### src/rtl/measure_report_tx.sv
// ---------------------------------------------------------------------------
// measure_report_tx
// Captures signed 12-bit max/min measurement pairs, derives peak-to-peak and
// midpoint, and serializes a 13-byte report packet onto a valid/ready byte
// stream. A one-deep pending buffer holds a result that arrives while a
// packet is in flight; later overwrites of that buffer are counted as drops.
//
// Ports:
//   i_clk, i_rst        clock, asynchronous active-high reset
//   i_measure_max/min   signed window max/min, sampled on i_measure_vld
//   i_measure_vld       single-cycle result strobe
//   o_tx_data/valid     packet byte stream
//   o_tx_last           marks the checksum byte
//   i_tx_ready          downstream accept
//   o_busy              packet in progress or result pending
//   o_drop_cnt          saturating count of overwritten pending results
// ---------------------------------------------------------------------------
module measure_report_tx #(
    parameter logic [7:0] P_SYNC0 = 8'hA5,
    parameter logic [7:0] P_SYNC1 = 8'h5A,
    parameter logic [3:0] P_CH_ID = 4'h0
) (
    input  logic        i_clk,
    input  logic        i_rst,
    input  logic [11:0] i_measure_max,
    input  logic [11:0] i_measure_min,
    input  logic        i_measure_vld,
    output logic [7:0]  o_tx_data,
    output logic        o_tx_valid,
    output logic        o_tx_last,
    input  logic        i_tx_ready,
    output logic        o_busy,
    output logic [15:0] o_drop_cnt
);

    localparam int unsigned MEAS_W   = 12;
    localparam int unsigned IDX_W    = 4;
    localparam int unsigned PKT_LEN  = 13;
    localparam int unsigned LAST_IDX = PKT_LEN - 1;

    typedef enum logic [1:0] {
        ST_IDLE,
        ST_LOAD,
        ST_SEND
    } state_t;

    state_t              state, state_d;
    logic [IDX_W-1:0]    idx, idx_d;
    logic [7:0]          seq, seq_d;

    logic [MEAS_W-1:0]   pend_max, pend_min;
    logic                pend_full, pend_full_d;
    logic                ovf, ovf_d;
    logic                load;
    logic                drop;
    logic [15:0]         drop_cnt_d;

    logic [MEAS_W-1:0]   w_max, w_min;
    logic [7:0]          w_status;
    logic [15:0]         w_vpp, w_mid;

    logic [7:0]          tx_data_d;
    logic                tx_valid_d, tx_last_d, busy_d;

    logic signed [12:0]  ld_max_s, ld_min_s, ld_diff, ld_sum, ld_half;
    logic                ld_invalid;
    logic [15:0]         ld_vpp, ld_mid;

    logic [7:0]          pkt [PKT_LEN];
    logic [7:0]          csum;

    // Derived fields from the pending pair, registered at LOAD
    always_comb begin
        ld_max_s   = {pend_max[MEAS_W-1], pend_max};
        ld_min_s   = {pend_min[MEAS_W-1], pend_min};
        ld_diff    = ld_max_s - ld_min_s;
        ld_sum     = ld_max_s + ld_min_s;
        ld_half    = ld_sum >>> 1;
        ld_invalid = ld_max_s < ld_min_s;
        ld_vpp     = ld_invalid ? 16'h0000 : {3'b000, ld_diff};
        ld_mid     = ld_invalid ? 16'h0000 : {{3{ld_half[12]}}, ld_half};
    end

    // Packet byte map built from the working registers
    always_comb begin
        pkt[0]  = P_SYNC0;
        pkt[1]  = P_SYNC1;
        pkt[2]  = seq;
        pkt[3]  = w_status;
        pkt[4]  = {{4{w_max[MEAS_W-1]}}, w_max[11:8]};
        pkt[5]  = w_max[7:0];
        pkt[6]  = {{4{w_min[MEAS_W-1]}}, w_min[11:8]};
        pkt[7]  = w_min[7:0];
        pkt[8]  = w_vpp[15:8];
        pkt[9]  = w_vpp[7:0];
        pkt[10] = w_mid[15:8];
        pkt[11] = w_mid[7:0];
        csum    = 8'h00;
        for (int k = 0; k < int'(LAST_IDX); k++) begin
            csum = csum + pkt[k];
        end
        pkt[12] = csum;
    end

    // Next-state, pending buffer and registered-output logic
    always_comb begin
        state_d    = state;
        idx_d      = idx;
        seq_d      = seq;
        tx_data_d  = o_tx_data;
        tx_valid_d = o_tx_valid;
        tx_last_d  = o_tx_last;
        load       = 1'b0;

        case (state)
            ST_IDLE: begin
                if (pend_full) begin
                    state_d = ST_LOAD;
                end
            end
            ST_LOAD: begin
                load       = 1'b1;
                state_d    = ST_SEND;
                idx_d      = '0;
                tx_valid_d = 1'b1;
                tx_data_d  = P_SYNC0;
                tx_last_d  = 1'b0;
            end
            ST_SEND: begin
                if (o_tx_valid && i_tx_ready) begin
                    if (idx == IDX_W'(LAST_IDX)) begin
                        seq_d      = seq + 8'd1;
                        tx_valid_d = 1'b0;
                        tx_last_d  = 1'b0;
                        tx_data_d  = 8'h00;
                        state_d    = pend_full ? ST_LOAD : ST_IDLE;
                    end else begin
                        idx_d     = idx + IDX_W'(1);
                        tx_data_d = pkt[idx_d];
                        tx_last_d = (idx_d == IDX_W'(LAST_IDX));
                    end
                end
            end
            default: begin
                state_d = ST_IDLE;
            end
        endcase

        // A strobe during LOAD refills the buffer that LOAD is draining
        drop        = i_measure_vld && pend_full && !load;
        pend_full_d = i_measure_vld ? 1'b1 : (load ? 1'b0 : pend_full);
        ovf_d       = (ovf && !load) || drop;
        drop_cnt_d  = (drop && (o_drop_cnt != 16'hFFFF)) ? o_drop_cnt + 16'd1 : o_drop_cnt;
        busy_d      = (state_d != ST_IDLE) || pend_full_d;
    end

    // State and output registers
    always_ff @(posedge i_clk or posedge i_rst) begin
        if (i_rst) begin
            state      <= ST_IDLE;
            idx        <= '0;
            seq        <= 8'h00;
            pend_max   <= '0;
            pend_min   <= '0;
            pend_full  <= 1'b0;
            ovf        <= 1'b0;
            w_max      <= '0;
            w_min      <= '0;
            w_status   <= 8'h00;
            w_vpp      <= 16'h0000;
            w_mid      <= 16'h0000;
            o_tx_data  <= 8'h00;
            o_tx_valid <= 1'b0;
            o_tx_last  <= 1'b0;
            o_busy     <= 1'b0;
            o_drop_cnt <= 16'h0000;
        end else begin
            state      <= state_d;
            idx        <= idx_d;
            seq        <= seq_d;
            pend_full  <= pend_full_d;
            ovf        <= ovf_d;
            o_tx_data  <= tx_data_d;
            o_tx_valid <= tx_valid_d;
            o_tx_last  <= tx_last_d;
            o_busy     <= busy_d;
            o_drop_cnt <= drop_cnt_d;
            if (i_measure_vld) begin
                pend_max <= i_measure_max;
                pend_min <= i_measure_min;
            end
            if (load) begin
                w_max    <= pend_max;
                w_min    <= pend_min;
                w_status <= {P_CH_ID, 2'b00, ovf, ld_invalid};
                w_vpp    <= ld_vpp;
                w_mid    <= ld_mid;
            end
        end
    end

endmodule

### config.mk
export PLATFORM = sky130hd
export DESIGN_NAME = measure_report_tx
export DESIGN_NICKNAME = d
export VERILOG_FILES = /design/src/rtl/measure_report_tx.sv
export SDC_FILE = /design/constraint.sdc
export NUM_CORES = 1
export LEC_CHECK = 0
export CAP_MARGIN = 20
export CORE_MARGIN = 5
export CORE_UTILIZATION = 55
export DETAILED_ROUTE_END_ITERATION = 10
export GPL_ROUTABILITY_DRIVEN = 0
export PLACE_DENSITY = 0.85
export SYNTH_ARGS = -nofsm -noshare
export SYNTH_HDL_FRONTEND = slang
export SYNTH_SLANG_ARGS = --single-unit
### constraint.sdc
create_clock -name i_clk -period 8.75 [get_ports i_clk]
set_input_delay 0.875 -clock i_clk [delete_from_list [all_inputs] [get_ports i_clk]]
set_output_delay 0.875 -clock i_clk [all_outputs]
set_load 0.03 [all_outputs]
* Word-level counts from Yosys, hierarchy flattened
Cells that the tools add are included. Widths: inputs -> output; s select.
Storage, ports and cells: register bits after elaboration 125, logic and storage cells 83, output and inout port bits 27
Cells by class: multiplexer cells 25, equality and inequality tests 8, bitwise logic cells 1, reduce and logical (&&, ||, !) cells 15, order comparisons 2, add/sub/neg operators 15
Operators by type and width (count):
- $add 8x8->8 | 8
- $bmux 8 s4 | 1
- $mux 8 | 4
- $add 16x1->16 const B | 1
- $mux 16 | 1
- $ne 16x16->1 const B | 1
- $pmux 8 s2 | 1
- $add 12x12->13 | 1
- $mux 13 | 1
- $sub 12x12->13 | 1
- $lt 12x12->1 | 1
- $reduce_and 3->1 | 3
- $add 8x1->8 const B | 1
- $add 8x2->8 | 1
- $add 8x8->8 const A | 1
- $eq 4x4->1 const B | 2
- $mux 1 | 8
- $mux 4 | 2
- $pmux 4 s2 | 1
- $mux 2 | 3
- $ne 2x2->1 const B | 3
- $pmux 2 s3 | 1
- $ge 5x5->1 const B | 1
- $logic_and 1x1->1 | 5
- 10 further kinds | 13

* Depth between registers and ports, before layout
Gate-level depths: netlist of the first run.
depth in word-level cells 16, depth in mapped cells 18, depth with buffers taken out 18

* Worst setup path before layout of the first run
OpenSTA, ideal clock, no wires.
kind reg-to-reg, start point reg w_max[10], end point reg o_tx_data[7], clock period less this slack 4.541 ns, cell stages (with the launch flop) 15, data arrival time 4.463 ns, path slack 4.209 ns, cells stage by stage dfrtp_1 -> fa_1 -> fa_1 -> fa_1 -> fa_1 -> inv_1 -> fa_1 -> inv_1 -> fa_1 -> a211oi_1 -> o21bai_1 -> a21oi_1 -> nand4_1 -> mux2_2 -> a21oi_1
Between the ends: longest elaborated chain between the ends 14
Ends and longest elaborated chain:
- from (decl) | RTL line 58 | logic [MEAS_W-1:0] w_max, w_min;
- from (signal assigned) | RTL line 193 | w_max <= pend_max;
- $add 8x8->8 (8 in a row) | RTL line 100 | csum = csum + pkt[k];
- $bmux 8 s4 | RTL line 139 | tx_data_d = pkt[idx_d];
- $mux 8 (not written as such) (2 in a row) | RTL line 139
- $mux 8 | RTL line 131 | if (idx == IDX_W'(LAST_IDX)) begin
- $mux 8 | RTL line 130 | if (o_tx_valid && i_tx_ready) begin
- $pmux 8 s2 | RTL line 115 | case (state)
- to (signal assigned) | RTL line 183 | o_tx_data <= tx_data_d;
- to (decl) | RTL line 28 | output logic [7:0] o_tx_data,
Every way passes these cells. The select of a mux whose other input is x is not followed. A chain may end at the register's enable or synchronous reset.

* Worst setup path after layout of the first run
Same ends and word-level chain as after synthesis.

==> results.ini, run 1 <==
[outcome]
run_status = finished clean

[clock_tree]
h-tree-depth = 4
postCtsSetupRepairBufs = 0
clkTransAtPathRegs_ns = 0.06
holdBufCountCts = 0
cts_tree = done
numCtsBuffers = 17
post_cts_resized = 0
cts.sinks = 118
clk_path_buf_depth = 2
clock_latency_ns = 0.44
cts_root_buffer = clkbuf_16

[timing]
fin_tns_setup_ns = 0
holdWs_ns = 0.481
fin_ws_ns = 3.87
worstMarginPinSlew_ns = 0.873
relSlewSlack_pct = 41.6
clock-skew-final_ns = 0.00819
max_freq_mhz = 205
rsz0062_at_grt = no
final-setup-viol-count = 0
hold_viol = 0
final_max_slew_viol_count = 0
period_share_pct = 55.7
post-route-min-period_ns = 4.88

[global_routing]
antenna_found_initial = 0
grt_pass1_wl_mm = 31.9
overflow = 0
gr-usage-all-layers_pct = 24.3
first_global_vias = 6178
grt_max_degree = 61

[worst_setup_path]
endpoint_kind = flop
crit_fanout = 3
worstPathArrival_ns = 5.23
required_ns = 9.11
crit_path_start_kind = flop
crit_type = flop to flop

[die]
core_um2 = 14400
rows = 44
start_util_pct = 55.3
die_w_um = 130
ioPinCount = 55
die_h_um = 130
dieArea_um2 = 17000

[placed_design]
preCtsSetupSlack_ns = 3.95
placed_cell_area_um2 = 8630
port-buffer-count = 54
dp_hpwl_mm = 13.6

[synthesis]
syn_inst = 809
synth_area_um2 = 7950
async_reset_ff_share_pct = 100
ys_seq_elements = 118
seq_area_frac_synth_pct = 37.1
syn-num-nets = 929
ys_warn_count = 0
synth_edf_count = 0
avgSynthCellArea_um2 = 9.83
yosysUniqueCellTypes = 62
synthFlopType = dfrtp_1

[drt]
drt-total-wl_mm = 19.4
drt_pass1_iterations = 5
via_per_inst = 5.88
wire_per_inst_um = 18.4
drc = 0
drt-initial-drc-count = 629
via_count = 6185
drtAntennaViolNets = 0

[layout]
synthToLayoutAreaGrowth_pct = 16.3
layout-drive-gt1-share_pct = 8.53
nets = 975
final_area_um2 = 9250
antenna_cells = 0

[worst_hold_path]
hp-class = flop to flop

[run]
maxCapViolCount = 0

[kinds of logic after synthesis]
logic type / Yosys count / synth area share, %
adders and majority gates: 92 / 18.8
DFF: 118 / 37.1
muxes: 29 / 4.85
and+or+nand+nor: 198 / 11.5
AOI/OAI and AO/OA: 188 / 15.0
buffers and inverters: 129 / 6.36
xor gates and xnor gates: 55 / 6.29
[cells in the mapped netlist (2+ instances only)]
cell type / instances / area, um2
a21boi_0: 2 / 15.0
a32o_1: 2 / 20.0
a32oi_1: 2 / 17.5
o31a_1: 2 / 17.5
nand2_1: 87 / 327
nor2_1: 31 / 116
nand3_1: 22 / 110
o21bai_1: 2 / 15.0
mux4_2: 6 / 135
ha_1: 46 / 576
xnor2_1: 36 / 315
mux2i_1: 7 / 70.1
nor3_1: 12 / 60.1
mux2_2: 16 / 180
clkbuf_1: 21 / 78.8
a211o_1: 3 / 26.3
inv_1: 94 / 353
o31ai_1: 4 / 30.0
o211ai_1: 2 / 15.0
a211oi_1: 5 / 37.5
nor2b_1: 6 / 37.5
buf_2: 8 / 40.0
fa_1: 46 / 921
o22ai_1: 3 / 18.8
nand4_1: 9 / 56.3
o21ai_0: 78 / 390
or2_2: 3 / 18.8
nor3b_1: 3 / 22.5
a31oi_1: 4 / 25.0
and3_1: 4 / 25.0
a21oi_1: 30 / 150
o21ai_1: 7 / 35.0
buf_4: 3 / 22.5
or3_1: 5 / 31.3
nand2b_1: 7 / 43.8
xor2_1: 18 / 158
dfrtp_1: 118 / 2950
buf_1: 3 / 11.3
a21o_1: 9 / 67.6
a22o_1: 21 / 184
[cells in the final DEF (no fill, tap or decap), drive strengths merged, types with 4 or more instances in the layout]
cell type and count:
nor3 12, and3 4, clkbuf 18, clkdlybuf4s50 54, dfrtp 118, xor2 18, o31ai 5, nor2b 6
inv 97, or2 4, a21o 9, clkinv 5, fa 46, buf 8, mux4 6, a22o 21
mux2 16, nor2 32, xnor2 37, nand2 87, ha 46, nand3 22, o21ai 85, nand2b 7
mux2i 7, a31oi 5, or3 5, a211oi 5, nand4 9, a21oi 30
[metal layers]
metal	up-vias	track usage [%]	part of all wire, %
met5	-	0	0
met4	0	7.40	2.3
met3	42	5.69	6.9
met2	254	38.5	48
met1	3044	33.5	43
li1	2845	-	-
[per-stage QoR]
stage | utilization (%) | std cells
2_1_floorplan | - | 809
3_3_place_gp | 60.1 | 1019
3_5_place_dp | 60.1 | 1019
4_1_cts | 64.3 | 1051
5_1_grt | 64.4 | 1052
6_report | 64.4 | 1052
[registers in the layout, summed over array words and instances, names as in the netlist]
register and count:
w_status 2, o_drop_cnt 16, pend_max 12, idx 4
ovf 1, w_max 12, o_tx_data 8, state 2
pend_min 12, w_min 12, o_busy 1, o_tx_valid 1
seq 8, o_tx_last 1, w_vpp 13, w_mid 12
pend_full 1
[area by class of cell]
| cell class | count | area, um2 |
|---|---|---|
| clock buffers | 18 | 429 |
| clock inverters | 14 | 175 |
| fillers | 1053 | 5120 |
| inverters | 94 | 355 |
| multi-input cells | 562 | 4500 |
| flip-flops and latches | 118 | 2950 |
| well taps | 184 | 230 |
| repair buffers | 62 | 604 |
[critical path, cell delays in order (launching register included)]
cell and delay (ns):
dfrtp_1 0.41, fa_1 0.59, fa_1 0.47, fa_1 0.52, fa_1 0.55, inv_1 0.05
fa_1 0.50, inv_1 0.07, fa_1 0.48, a211oi_1 0.35, o21bai_1 0.15, a21oi_1 0.15
nand4_1 0.10, mux2_2 0.28, a21oi_1 0.13
[path summary, 6_finish.rpt]
kind	cells after the start	to	start	slack, ns
worst max-delay path	14	o_tx_data[7]$_DFFE_PP0P_	w_max[10]$_DFFE_PP0P_	3.87
worst min register to register	2	o_tx_data[1]$_DFFE_PP0P_	o_tx_data[1]$_DFFE_PP0P_	0.48
worst max register to register	14	o_tx_data[7]$_DFFE_PP0P_	w_max[10]$_DFFE_PP0P_	3.87
worst min-delay path	2	o_tx_data[1]$_DFFE_PP0P_	o_tx_data[1]$_DFFE_PP0P_	0.48
max in group asynchronous	3	w_vpp[9]$_DFFE_PP0P_	i_rst	6.56
min in group asynchronous	2	pend_min[6]$_DFFE_PP0P_	i_rst	0.93
Power of run 1 is left out: the tool's default activity adds up to more than one toggle a clock period on the data nets, which glitch-free logic cannot reach.
==> run 2, diff against run 1 <==
- CORE_UTILIZATION: 55 -> 54
- PLACE_DENSITY: 0.85 -> 0.87
- clock period: 8.75 -> 4.32 ns (I/O delays scaled with it)
==> run 2 against run 1 <==
  * The flow now finishes with violations (negative setup slack)
  * Flip-flop and latch count stayed put
  * Register-to-register slack worse by 4.2 ns
  * Clock skew hardly changed
==> results.ini, run 2 (synthesized netlist as in run 1, its figures left out) <==
[outcome]
run_status = complete, but fails checks
violations = negative setup slack

[worst_setup_path]
crit_type = flop to flop
cpMaxStageDelayCell = fa_1
crit_fanout = 3  ; unchanged
cp_num_buf_inv = 4  ; +2
required_ns = 4.68  ; -4.43 ns
slowest_delay_ns = 0.55  ; -0.04 ns
crit_chain = inv_2 > fa_1 > inv_1 > fa_1 > fa_1 > fa_1 > inv_1 > fa_1 > inv_1 > ha_1 > o21ai_1 > o21bai_1 > a21oi_1 > nand4_1 > mux2_4 > a21oi_2
endpoint_kind = flop
worstPathArrival_ns = 4.96  ; -0.27 ns
crit_path_start_kind = flop
cpMostUsedCell = fa_1
cp_top_family = adder cells

[timing]
holdWs_ns = 0.485  ; +0.00474 ns
relSlewSlack_pct = 38.5  ; -3.0 points
final-setup-viol-count = 5  ; +5
hold_viol = 0  ; unchanged
rsz0062_at_grt = yes
fin_ws_ns = -0.285  ; -4.16 ns
max_freq_mhz = 217  ; +5.9%
post-route-min-period_ns = 4.61  ; -0.271 ns
period_share_pct = 107  ; +51 points
final_max_slew_viol_count = 0  ; unchanged
fin_tns_setup_ns = -1.03  ; -1.03 ns
clock-skew-final_ns = 0.00797  ; -0.000222 ns
worstMarginPinSlew_ns = 0.919  ; +0.0453 ns

[run]
maxCapViolCount = 0  ; unchanged

[placed_design]
dp_hpwl_mm = 14.4  ; +5.5%
placed_cell_area_um2 = 8910  ; +3.2%
preCtsSetupSlack_ns = -0.194  ; -4.14 ns
port-buffer-count = 54  ; unchanged

[die]
die_h_um = 131  ; +0.85%
core_um2 = 14500  ; +0.77%
ioPinCount = 55  ; unchanged
start_util_pct = 54.9  ; -0.42 points
dieArea_um2 = 17300  ; +1.7%
die_w_um = 131  ; +0.85%
rows = 44  ; unchanged

[global_routing]
overflow = 0  ; unchanged
grt_pass1_wl_mm = 33.4  ; +4.8%
grt_max_degree = 68  ; +11%
first_global_vias = 6498  ; +5.2%
antenna_found_initial = 1  ; +1
gr-usage-all-layers_pct = 24.2  ; -0.059 points

[clock_tree]
cts_root_buffer = clkbuf_16
clkTransAtPathRegs_ns = 0.05  ; about the same
clk_path_buf_depth = 2  ; unchanged
cts.sinks = 118  ; unchanged
clock_latency_ns = 0.43  ; about the same
cts_tree = done
holdBufCountCts = 0  ; unchanged
h-tree-depth = 4  ; unchanged
numCtsBuffers = 17  ; unchanged

[layout]
top_register = o_drop_cnt
largest_registers = o_drop_cnt x16, w_vpp x13
antenna_cells = 0  ; unchanged
synthToLayoutAreaGrowth_pct = 20.1
layout-drive-gt1-share_pct = 13.3  ; +4.8 points
final_cell_mix = dfrtp_1 (117), inv_1 (91), nand2_1 (87)
layout_commonest_cell = dfrtp_1
nets = 1010  ; +3.6%
final_area_um2 = 9550  ; +3.3%
largest_reg_flops = 16  ; unchanged

[drt]
drtAntennaViolNets = 0  ; unchanged
via_count = 6496  ; +5.0%
wire_per_inst_um = 19.0  ; +3.0%
drt_pass1_iterations = 7  ; +2
via_per_inst = 5.98  ; +1.6%
drt-initial-drc-count = 687  ; +9.2%
drc = 0  ; unchanged
drt-total-wl_mm = 20.6  ; +6.4%

[worst_hold_path]
hp-class = flop to flop

run 2: cell count changes in the layout (fill, tap and decap cells not counted), sizes merged:
cell    previous run  this run
clkbuf            18        22
inv               97        95
bufinv             3         1
buf                8        43
run 2: metal layers:
metal | part of all wire (%) | track usage [%] | routed length [um] | vias to the layer above
met5 | 0.063 | 0 | 13 | -
met4 | 4.2 | 11.7 | 867 | 2
met3 | 8.4 | 5.50 | 1730 | 65
met2 | 47 | 38.1 | 9640 | 329
met1 | 41 | 31.8 | 8360 | 3183
li1 | - | - | - | 2917
run 2: worst reg2reg max path, stage by stage (launching register included):
cell and delay (ns):
dfrtp_2 0.39, inv_2 0.06, fa_1 0.55, inv_1 0.07, fa_1 0.53, fa_1 0.45, fa_1 0.55, inv_1 0.06
fa_1 0.49, inv_1 0.04, ha_1 0.33, o21ai_1 0.22, o21bai_1 0.13, a21oi_1 0.15, nand4_1 0.11, mux2_4 0.29
a21oi_2 0.11
run 2: layout make-up:
cell class	instances	area, um2
inverter	94	355
sequential	118	2950
tap	184	230
fill	1044	4930
clock inverter	10	97.6
timing repair buffer	97	883
multi-input combinational	562	4550
clock buffer	22	474
run 2: final timing paths:
check | depth (start not counted) | slack (ns) | end | from
max in group asynchronous | 3 | 3.03 | w_min[2]$_DFFE_PP0P_ | i_rst
min in group asynchronous | 2 | 0.53 | pend_min[5]$_DFFE_PP0P_ | i_rst
worst max register to register | 16 | -0.29 | o_tx_data[7]$_DFFE_PP0P_ | w_max[11]$_DFFE_PP0P_
worst min-delay path | 2 | 0.49 | w_status[1]$_DFFE_PP0P_ | ovf$_DFF_PP0_
worst min register to register | 2 | 0.49 | w_status[1]$_DFFE_PP0P_ | ovf$_DFF_PP0_
worst max-delay path | 16 | -0.29 | o_tx_data[7]$_DFFE_PP0P_ | w_max[11]$_DFFE_PP0P_
run 2: stage by stage:
step | utilization (%) | std cells
detailed placement | 61.5 | 1051
global placement | 61.5 | 1051
global route | 65.9 | 1087
CTS | 65.7 | 1085
finish | 65.9 | 1087
floorplan | - | 809
run 2: what timing repair did:
item                       in CTS  in global routing
hold endpoints to repair        0                  0
pin swaps                       8                  6
setup endpoints to repair       5                  6
setup buffers                   2                  1
gates resized for setup         8                  4
Power of run 2 is left out for the same reason.
==> run 3, diff against run 2 <==
- CAP_MARGIN: 20 -> 5
==> run 3 against run 2 <==
  * The run still ends with negative setup slack left
  * Core utilization fell by 0.078 points
  * Fmax rose by 0.35%
  * Sequential share of layout area barely moved
  * Cell area fell by 0.12%
  * Global-route usage did not move
  * Non-clock buffer count fell by 1
  * Register-to-register slack improved by 0.02 ns
  * Flip-flop and latch count did not move
==> results.ini, run 3 (synthesized netlist as in run 1, its figures left out) <==
[drt]
drt-total-wl_mm = 20.6  ; -0.26%
drt_pass1_iterations = 8  ; +1
via_per_inst = 5.95  ; -0.49%
wire_per_inst_um = 18.9  ; -0.17%
drt-initial-drc-count = 735  ; +7.0%
via_count = 6458  ; -0.58%
drtAntennaViolNets = 0  ; unchanged
drc = 0  ; unchanged

[worst_setup_path]
endpoint_kind = flop
crit_chain = inv_2 > fa_1 > inv_1 > fa_1 > fa_1 > fa_1 > inv_1 > fa_1 > inv_1 > ha_1 > o21ai_1 > o21bai_1 > a21oi_1 > nand4_1 > mux2_4 > a21oi_2
cpMostUsedCell = fa_1
crit_fanout = 3  ; unchanged
cpMaxStageDelayCell = fa_1
crit_type = flop to flop
slowest_delay_ns = 0.55  ; about the same
worstPathArrival_ns = 4.94  ; -0.02 ns
r2r-start = w_max[11]$_DFFE_PP0P_
cp_num_buf_inv = 4  ; unchanged
cp_top_family = adder cells
critPathLaunch = w_max[11]$_DFFE_PP0P_
required_ns = 4.67  ; about the same
crit_path_start_kind = flop

[timing]
final_max_slew_viol_count = 0  ; unchanged
worstMarginPinSlew_ns = 1.11  ; +0.193 ns
hold_viol = 0  ; unchanged
post-route-min-period_ns = 4.59  ; -0.0159 ns
clock-skew-final_ns = 0.0112  ; +0.00323 ns
period_share_pct = 106  ; -0.37 points
rsz0062_at_grt = yes
fin_ws_ns = -0.269  ; +0.0159 ns
relSlewSlack_pct = 25.7  ; -13 points
max_freq_mhz = 218  ; +0.35%
final-setup-viol-count = 5  ; unchanged

[layout]
multi_input_area_um2 = 4550  ; unchanged
fillers = 1043  ; -0.096%
largest_registers = o_drop_cnt x16, w_vpp x13
layout_commonest_cell = dfrtp_1
final_cell_mix = dfrtp_1 (117), inv_1 (91), nand2_1 (87)
layout-drive-gt1-share_pct = 13.2  ; -0.096 points
register_area_um2 = 2950  ; unchanged
synthToLayoutAreaGrowth_pct = 19.9
top_register = o_drop_cnt
largest_reg_flops = 16  ; unchanged
nets = 1009  ; -0.099%
antenna_cells = 0  ; unchanged

[global_routing]
grt_use_met2_pct = 38.1  ; unchanged
first_global_vias = 6498  ; unchanged
grt_use_met1_pct = 31.8  ; unchanged
gr-usage-all-layers_pct = 24.2  ; unchanged
use_met3_pct = 5.50  ; unchanged
busiest_layer = met2
grt_pass1_wl_mm = 33.4  ; unchanged
antenna_found_initial = 1  ; unchanged
grt_max_degree = 68  ; unchanged
overflow = 0  ; unchanged

[placed_design]
port-buffer-count = 54  ; unchanged
dp_hpwl_mm = 14.4  ; unchanged
preCtsSetupSlack_ns = -0.194  ; unchanged

[clock_tree]
clk_path_buf_depth = 2  ; unchanged
cts.sinks = 118  ; unchanged
clkTransAtPathRegs_ns = 0.05  ; about the same
numCtsBuffers = 17  ; unchanged
h-tree-depth = 4  ; unchanged
cts_root_buffer = clkbuf_16
cts_tree = done
clock_latency_ns = 0.43  ; about the same

[die]
core_um2 = 14500  ; unchanged
dieArea_um2 = 17300  ; unchanged
die_w_um = 131  ; unchanged
rows = 44  ; unchanged
ioPinCount = 55  ; unchanged
die_h_um = 131  ; unchanged
start_util_pct = 54.9  ; unchanged

[outcome]
violations = negative setup slack
run_status = complete, but fails checks

[run]
maxCapViolCount = 0  ; unchanged

[worst_hold_path]
hp-class = flop to flop
min_from = ovf$_DFF_PP0_

[run 3: cell types whose count changed in the layout (fill, tap and decap cells not counted), sizes merged]
cell,previous run,this run
buf,43,42
[run 3: per-stage QoR]
step	std cells	utilization [%]	area, um2	hold slack, ns	TNS, ns
detailed placement	1051	61.5	8910	0.469	-0.568
global placement	1051	61.5	8910	0.456	-0.117
CTS	1085	65.7	9510	0.481	-0.677
floorplan	809	-	7980	0.439	0
global route	1086	65.9	9540	0.503	-1.71
finish	1086	65.9	9540	0.483	-0.994
[run 3: cell type report]
cell class | instances | area share (%)
multi-input cells | 562 | 47.7
flip-flops and latches | 118 | 31.0
repair buffers | 96 | 9.14
clock buffers | 22 | 4.97
inverters | 94 | 3.73
well taps | 184 | 2.41
clock inverters | 10 | 1.02
[run 3: worst register-to-register path, cell delays in order (launching register included)]
cell,delay (ns)
dfrtp_2,0.39
inv_2,0.06
fa_1,0.55
inv_1,0.07
fa_1,0.53
fa_1,0.45
fa_1,0.55
inv_1,0.06
fa_1,0.49
inv_1,0.04
ha_1,0.33
o21ai_1,0.21
o21bai_1,0.12
a21oi_1,0.14
nand4_1,0.11
mux2_4,0.29
a21oi_2,0.11
[run 3: path summary, 6_finish.rpt]
check | end | slack, ns | cells past startpoint
max | o_tx_data[7]$_DFFE_PP0P_ | -0.27 | 16
min | w_status[1]$_DFFE_PP0P_ | 0.48 | 2
max reg2reg | o_tx_data[7]$_DFFE_PP0P_ | -0.27 | 16
min reg2reg | w_status[1]$_DFFE_PP0P_ | 0.48 | 2
max in group asynchronous | idx[0]$_DFFE_PP0P_ | 3.04 | 3
min in group asynchronous | pend_min[5]$_DFFE_PP0P_ | 0.53 | 2
[run 3: repair_timing]
action,CTS,global route
endpoints found under the setup margin,5,6
gates resized for setup,8,4
pin swaps,8,6
setup buffers,2,1
hold buffers,0,0
hold endpoints to repair,0,0
[run 3: routing by layer]
layer / part of all wire (%) / wire (um)
met2: 47 / 9620
met3: 8.2 / 1690
met1: 41 / 8410
met4: 4.1 / 838
met5: 0.063 / 13
Power of run 3 is left out for the same reason.
